`config.mk`:
```
export PLATFORM = sky130hd
export DESIGN_NAME = netlist_bist_ctrl
export DESIGN_NICKNAME = d
export VERILOG_FILES = /design/src/rtl/netlist_bist_pkg.sv /design/src/rtl/netlist_bist_misr.sv /design/src/rtl/netlist_bist_ctrl.sv
export SDC_FILE = /design/constraint.sdc
export NUM_CORES = 1
export LEC_CHECK = 0
export CORE_MARGIN = 2
export CORE_UTILIZATION = 45
export CTS_BUF_LIST = sky130_fd_sc_hd__clkbuf_8
export DETAILED_ROUTE_END_ITERATION = 10
export PLACE_DENSITY = 0.79
export SYNTH_ARGS = -nofsm -noshare
export SYNTH_HDL_FRONTEND = slang
export SYNTH_SLANG_ARGS = --single-unit
```
`constraint.sdc`:
```
create_clock -name clk -period 3.5 [get_ports clk]
set_clock_uncertainty 0.05 [all_clocks]
set_input_delay 0.7 -clock clk [delete_from_list [all_inputs] [get_ports clk]]
set_output_delay 0.7 -clock clk [all_outputs]
set_load 0.02 [all_outputs]
```
`src/rtl/netlist_bist_pkg.sv`:
```
// netlist_bist_pkg: shared types and helpers for the netlist BIST sequencer.
// Holds the sequencer FSM state encoding, the default MISR polynomial/seed,
// and the MISR next-state function used by the signature register.
package netlist_bist_pkg;

    typedef enum logic [1:0] {
        ST_IDLE   = 2'd0,
        ST_APPLY  = 2'd1,
        ST_SAMPLE = 2'd2,
        ST_DONE   = 2'd3
    } bist_state_t;

    localparam logic [15:0] DEF_POLY   = 16'h1021;
    localparam logic [15:0] DEF_SEED   = 16'hFFFF;
    localparam int          MISR_MAX_W = 32;

    // One MISR step on a register of width w (w <= MISR_MAX_W), right-aligned
    // in a MISR_MAX_W container: shift left, fold the old MSB back through the
    // polynomial, and xor the response bit into bit 0.
    function automatic logic [MISR_MAX_W-1:0] misr_step(
        input logic [MISR_MAX_W-1:0] sig,
        input logic [MISR_MAX_W-1:0] poly,
        input logic                  n_bit,
        input int                    w
    );
        logic [MISR_MAX_W-1:0] mask;
        logic [MISR_MAX_W-1:0] msb_mask;
        logic                  fb;
        mask     = '1;
        mask     = mask >> (MISR_MAX_W - w);
        msb_mask = mask ^ (mask >> 1);
        fb       = |(sig & msb_mask);
        return ((sig << 1) ^ ({MISR_MAX_W{fb}} & poly) ^
                {{(MISR_MAX_W-1){1'b0}}, n_bit}) & mask;
    endfunction

endpackage

```
`src/rtl/netlist_bist_misr.sv`:
```
// netlist_bist_misr: signature register for the netlist BIST sequencer.
// load reseeds the register, shift compacts one n_in response bit. sig_nxt
// exposes the value the next shift would produce so the controller can grade
// the final signature in the same cycle it is captured.
import netlist_bist_pkg::*;

module netlist_bist_misr #(
    parameter int               SIG_W = 16,
    parameter logic [SIG_W-1:0] POLY  = SIG_W'(DEF_POLY),
    parameter logic [SIG_W-1:0] SEED  = SIG_W'(DEF_SEED)
) (
    input  logic             clk,
    input  logic             rst_n,
    input  logic             load,
    input  logic             shift,
    input  logic             n_in,
    output logic [SIG_W-1:0] sig,
    output logic [SIG_W-1:0] sig_nxt
);

    assign sig_nxt = SIG_W'(misr_step(MISR_MAX_W'(sig), MISR_MAX_W'(POLY), n_in, SIG_W));

    // Signature register: reseed on load, compact on shift, otherwise hold.
    always_ff @(posedge clk) begin
        if (!rst_n) begin
            sig <= '0;
        end else if (load) begin
            sig <= SEED;
        end else if (shift) begin
            sig <= sig_nxt;
        end
    end

endmodule

```
`src/rtl/netlist_bist_ctrl.sv`:
```
// netlist_bist_ctrl: exhaustive-sweep BIST sequencer for small combinational
// netlists. Drives every {L,s} combination for SETTLE cycles, samples n_in in
// a following SAMPLE cycle, compacts the responses into a MISR and grades the
// final signature against expected_sig.
// Optional feature macro: NETBIST_ONES_CNT_EN adds the ones_cnt output that
// counts sampled n_in=1 responses over a sweep.
import netlist_bist_pkg::*;

module netlist_bist_ctrl #(
    parameter int               S_W    = 4,
    parameter int               L_W    = 3,
    parameter int               SIG_W  = 16,
    parameter logic [SIG_W-1:0] POLY   = SIG_W'(DEF_POLY),
    parameter logic [SIG_W-1:0] SEED   = SIG_W'(DEF_SEED),
    parameter int               SETTLE = 1
) (
    input  logic             clk,
    input  logic             rst_n,
    input  logic             start,
    input  logic [SIG_W-1:0] expected_sig,
    input  logic             n_in,
    output logic [S_W-1:0]   s_out,
    output logic [L_W-1:0]   L_out,
    output logic             busy,
    output logic             done,
    output logic             pass,
    output logic [SIG_W-1:0] signature
`ifdef NETBIST_ONES_CNT_EN
    ,
    output logic [S_W+L_W:0] ones_cnt
`endif
);

    localparam int V_W   = S_W + L_W;
    // set_cnt only has to hold 0..SETTLE-1
    localparam int SET_W = (SETTLE < 2) ? 1 : $clog2(SETTLE);
    localparam logic [V_W-1:0]   VEC_LAST = '1;
    localparam logic [SET_W-1:0] SET_LAST = SET_W'(SETTLE - 1);

    bist_state_t      state_q;
    bist_state_t      state_d;
    logic [V_W-1:0]   vec_cnt;
    logic [SET_W-1:0] set_cnt;
    logic             settled;
    logic             last_vec;
    logic             sweep_go;
    logic             misr_shift;
    logic [SIG_W-1:0] misr_sig;
    logic [SIG_W-1:0] misr_nxt;

    assign settled  = (set_cnt == SET_LAST);
    assign last_vec = (vec_cnt == VEC_LAST);

    // FSM state register
    always_ff @(posedge clk) begin
        if (!rst_n) begin
            state_q <= ST_IDLE;
        end else begin
            state_q <= state_d;
        end
    end

    // FSM next-state logic
    always_comb begin
        state_d = state_q;
        unique case (state_q)
            ST_IDLE:   if (start) state_d = ST_APPLY;
            ST_APPLY:  if (settled) state_d = ST_SAMPLE;
            ST_SAMPLE: state_d = last_vec ? ST_DONE : ST_APPLY;
            ST_DONE:   state_d = ST_IDLE;
            default:   state_d = ST_IDLE;
        endcase
    end

    // FSM outputs, decoded from registered state and counters only
    always_comb begin
        logic active;
        active     = (state_q == ST_APPLY) || (state_q == ST_SAMPLE);
        busy       = active;
        done       = (state_q == ST_DONE);
        s_out      = active ? vec_cnt[S_W-1:0] : '0;
        L_out      = active ? vec_cnt[V_W-1:S_W] : '0;
        sweep_go   = (state_q == ST_IDLE) && start;
        misr_shift = (state_q == ST_SAMPLE);
    end

    // Vector and settle counters: cleared at start, stepped through the sweep
    always_ff @(posedge clk) begin
        if (!rst_n) begin
            vec_cnt <= '0;
            set_cnt <= '0;
        end else begin
            unique case (state_q)
                ST_IDLE: begin
                    if (start) begin
                        vec_cnt <= '0;
                        set_cnt <= '0;
                    end
                end
                ST_APPLY: begin
                    if (!settled) set_cnt <= set_cnt + 1'b1;
                end
                ST_SAMPLE: begin
                    if (!last_vec) begin
                        vec_cnt <= vec_cnt + 1'b1;
                        set_cnt <= '0;
                    end
                end
                default: ;
            endcase
        end
    end

    // Verdict: graded on the final compaction so it is valid alongside done
    always_ff @(posedge clk) begin
        if (!rst_n) begin
            pass <= 1'b0;
        end else if (sweep_go) begin
            pass <= 1'b0;
        end else if (misr_shift && last_vec) begin
            pass <= (misr_nxt == expected_sig);
        end
    end

`ifdef NETBIST_ONES_CNT_EN
    // Count sampled ones over the sweep; holds after the sweep ends
    always_ff @(posedge clk) begin
        if (!rst_n) begin
            ones_cnt <= '0;
        end else if (sweep_go) begin
            ones_cnt <= '0;
        end else if (misr_shift && n_in) begin
            ones_cnt <= ones_cnt + 1'b1;
        end
    end
`endif

    netlist_bist_misr #(
        .SIG_W (SIG_W),
        .POLY  (POLY),
        .SEED  (SEED)
    ) u_misr (
        .clk     (clk),
        .rst_n   (rst_n),
        .load    (sweep_go),
        .shift   (misr_shift),
        .n_in    (n_in),
        .sig     (misr_sig),
        .sig_nxt (misr_nxt)
    );

    assign signature = misr_sig;

endmodule

```
**Word level (Yosys, flattened, before mapping)**

Cells that the tools add are included.

- Register bits: 27
- Bits of input ports: 20
- Output and inout bits: 26

- $add $sub $neg: 2
- Equality and inequality tests: 8
- Mux-type cells: 15
- Bitwise gates (word level): 3
- Reductions and logical operators: 11

Operators with widths:

| operator | number |
|---|---|
| $mux 16 | 2 |
| $eq 16x16->1 | 1 |
| $xor 16x1->16 | 1 |
| $xor 16x13->16 | 1 |
| $mux 7 | 2 |
| $pmux 7 s2 | 1 |
| $pmux 2 s4 | 1 |
| $add 7x1->7 const B | 1 |
| $eq 7x7->1 const B | 1 |
| $mux 2 | 3 |
| $ne 2x2->1 const B | 3 |
| $reduce_and 3->1 | 2 |
| $eq 2x2->1 const B | 2 |
| $mux 4 | 1 |
| $reduce_bool 2->1 | 2 |
| $mux 1 | 3 |
| $mux 3 | 1 |
| $pmux 1 s3 | 1 |
| $reduce_bool 3->1 | 1 |
| $eq 2x1->1 const B | 1 |
| $logic_and 1x1->1 | 2 |
| $logic_not 2->1 | 1 |
| $reduce_and 2->1 | 1 |
| $reduce_or 2->1 | 1 |
| other kinds (3) | 3 |

**Depth between registers and ports, before layout**

- Depth in word-level cells: 4
- Depth in mapped cells: 7
- Gate-level depth less buffers: 6

**By module**

From an unflattened synthesis, not the netlist that was laid out.

- Cell total of the unflattened synthesis: 166
- Area, all modules: 1592.8 um2

Modules (own cells, without submodules):

| module | times used | cells each | area an instance (um2) | seq. area each (um2) |
|---|---|---|---|---|
| netlist_bist_misr | 1 | 71 | 812.0 | 320.3 |
| netlist_bist_ctrl | 1 | 95 | 780.7 | 200.2 |

**Worst setup path after synthesis**

OpenSTA, ideal clock, no wires.

- Path kind: reg-to-output
- Start point: register state_q[1]
- End point: output port L_out[0]
- Arrival: 1.145 ns
- Data required time: 2.750 ns
- Setup slack: 1.605 ns
- Cell stages (with the launch flop): 4
- Cell sequence: dfxtp_1 > inv_1 > ha_1 > and2_1

- Cells in the longest elaborated chain, start to end: 3
- Elaborated cells on any way between the ends: 4
- Those cells by class: 2 x eq/ne; 1 x mux; 1 x reduce/logical

RTL lines:

| what | line | source |
|---|---|---|
| from (decl) | netlist_bist_ctrl.sv:40 | `bist_state_t state_q;` |
| from (signal assigned) | netlist_bist_ctrl.sv:59 | `state_q <= state_d;` |
| $eq 2x1->1 / $eq 2x2->1 (equally long branches) | netlist_bist_ctrl.sv:78 | `active = (state_q == ST_APPLY) \|\| (state_q == ST_SAMPLE);` |
| $logic_or 1x1->1 * | netlist_bist_ctrl.sv:78 |  |
| via busy | netlist_bist_ctrl.sv:24 | `output logic busy,` |
| $mux 3 * | netlist_bist_ctrl.sv:82 | `L_out = active ? vec_cnt[V_W-1:S_W] : '0;` |
| to (decl) | netlist_bist_ctrl.sv:23 | `output logic [L_W-1:0] L_out,` |

Mark *: on every way through the listed nets, which the timed path passes. The rest lies on a longest branch.

**Final worst setup path**

- Start point: register state_q[0]
- End point: output port s_out[1]

- Cells in the longest elaborated chain, start to end: 3
- Elaborated cells on any way between the ends: 4
- Those cells by class: 2 x eq/ne; 1 x mux; 1 x reduce/logical

RTL lines:

| what | line | source |
|---|---|---|
| $eq 2x1->1 / $eq 2x2->1 (equally long branches) | netlist_bist_ctrl.sv:78 |  |
| $logic_or 1x1->1 * | netlist_bist_ctrl.sv:78 |  |
| $mux 4 * | netlist_bist_ctrl.sv:81 | `s_out = active ? vec_cnt[S_W-1:0] : '0;` |
| to (decl) | netlist_bist_ctrl.sv:22 | `output logic [S_W-1:0] s_out,` |

Mark *: on every way between the ends. The rest lies on a longest branch, timed or not.

==> impl_metrics.yaml <==
outcome:
  status: "finished, final reports clean"
cts:
  cts_tree: "done"
  clock_latency_ps: 270
  cts_made_buffers: 3
  cts_hold_buf: 0
  cts_buffer_depth: 2
  path_clk_slew_ps: 90
  clock-root-buffer: "clkbuf_8"
  htreeDepth: 1
  cts_setup_buffers: 0
  cts_sinks: 26
  postCtsResizedCells: 0
routing:
  wl_per_cell_um: 14.5
  wl_um: 3330
  viasPerCell: 5.47
  ant_nets: 0
  dr.pass1.iters: 4
  dr_total_vias: 1258
  drt_iter0_drc: 33
  drc: 0
yosys:
  ys_seq_area_share_pct: 37.1
  synth.most_common_cell: "dfxtp_1"
  syn_area_um2: 1400
  synthFlopType: "dfxtp_1"
  yosysWarningCount: 0
  netlist_instances: 153
  yosys_register_bits: 26
  ys_types: 36
  synth.area.top_cells: "dfxtp_1 37%, mux2i_1 9.3%, a21oi_1 8.6%, xnor2_1 6.9%, ha_1 4.5%"
  syn-num-nets: 178
  synth_commonest_cells: "26 x dfxtp_1, 24 x a21oi_1, 13 x mux2i_1, 11 x xnor2_1, 8 x and2_1"
  yosys.area.top_type_share_pct: 37.1
  async_reset_ff_share_pct: 0
  synth.avg_cell_area_um2: 9.18
  yosysTopAreaCell: "dfxtp_1"
  synth_edf_count: 0
sta:
  fin_tns_setup_ps: 0
  setup_violations: 0
  worstMarginPinSlew_ps: 684
  period_share_pct: 75.1
  rsz0062_at_grt: "false"
  slew_headroom_pct: 54.3
  fmax_ghz: 0.380
  min_period_ps: 2630
  timing.hold.ws_ps: 464
  hold_violations: 0
  slew_violations: 0
grt:
  grt_pass1_wl_um: 5310
  grt_pass1_vias: 1188
  grt_max_degree: 24
  gr-total-overflow: 0
  antenna_found_initial: 0
  grtUsageTotal_pct: 19.3
min_path:
  min-delay-start: "vec_cnt[1]"
  holdPathEnd: "vec_cnt[1]"
  holdPathStages: 2
  holdCritPathClass: "reg -> reg"
setup_path:
  ff2ff_setup_slack_ps: 1430
  timing.rr.end: "vec_cnt[3]"
  r2r_start: "state_q[0]"
  critPathRequiredTime_ps: 2750
  start_kind: "flip-flop"
  end_kind: "primary output"
  reg2regPathDepth: 6
  path_max_fanout: 8
  critPathArrivalTime_ps: 1880
  criticalPathCategory: "reg -> out"
place:
  gp_congestion: 0.811
  hpwl_um: 2470
  portBuffers: 45
layout:
  layout-area-overhead-vs-synth_pct: 37.4
  n_antenna_cell: 0
  drive_gt1_share_pct: 6.09
  fin_nets: 223
  post-route-util_pct: 64.3
power_and_ir_drop:
  p_total_w: 0.00101
  power.density_nw_per_um2: 522
  static-leakage-power_nw: 0.694
  irDropWorstVdd_uv: 232
run:
  max_cap_violations: 0
die:
  initial_core_util_pct: 46.7
  fp.dieH_um: 59.9
  ios: 46
  dieArea_um2: 3580
  rows: 20
  coreArea_um2: 3000
  fp.dieW_um: 59.9
[power by group]
group / total, W / internal, W / switching, W
sequential: 0.000404 / 0.000343 / 0.0000615
combinational: 0.000408 / 0.000202 / 0.000206
clock: 0.000195 / 0.000101 / 0.0000945
[final cells by class]
type,count,area (um^2)
well taps,33,41.3
inverters,3,11.3
clock buffers,4,55.1
repair buffers,47,465
flip-flops and latches,26,520
fillers,252,1070
multi-input cells,117,836
[logic make-up (layout without fill, tap and decap cells)]
group	after synthesis	count (layout)	share of synthesized area, %
xor gates and xnor gates	19	19	12.4
buffers and inverters	10	54	3.39
adders and majority gates	5	5	4.46
muxes	14	14	10.1
DFF	26	26	37.1
and+or+nand+nor	40	40	16.8
AOI/OAI and AO/OA	39	39	15.8
[layer usage]
metal / share of wire, % / track usage, % / vias up
li1: - / - / 632
met1: 46 / 23.6 / 579
met2: 49 / 34.0 / 45
met3: 4.8 / 3.90 / 2
met4: 0.33 / 5.71 / 0
met5: 0 / 0 / -
[registers in the layout, summed over array words and instances (netlist names)]
| name | count |
|---|---|
| pass | 1 |
| vec_cnt | 7 |
| u_misr.sig | 16 |
| state_q | 2 |
[through the flow]
stage | std cells | area [um^2] | worst slack, ps
floorplan | 153 | 1400 | 1610
global placement | 226 | 1870 | 1140
detailed placement | 226 | 1870 | 1060
CTS | 230 | 1930 | 841
global route | 230 | 1930 | 725
finish | 230 | 1930 | 871
[worst max-delay path, cell delays in order (launching register included)]
cell	delay, ps
dfxtp_1	390
inv_1	100
ha_1	380
and2_1	150
clkdlybuf4s50_1	600
[worst max path at each step]
stage / startpoint / endpoint
final: state_q[0] / s_out[1]
after floorplan: state_q[1] / L_out[0]
after global placement: start / pass
after global routing: state_q[0] / s_out[1]
after CTS: state_q[0] / s_out[1]
after detailed placement: rst_n / vec_cnt[4]
[cells in the final DEF, fill, tap and decap left out, drive strengths merged, types with 3 or more instances in the layout]
cell / n
xnor2: 12
and2: 8
mux2i: 13
a21oi: 24
clkdlybuf4s50: 45
ha: 5
nor2: 4
nand2: 7
inv: 3
dfxtp: 26
xor2: 7
nor3: 3
nand4: 6
o21ai: 8
clkbuf: 4
No activity file was read; power rests on OpenSTA's default activity.
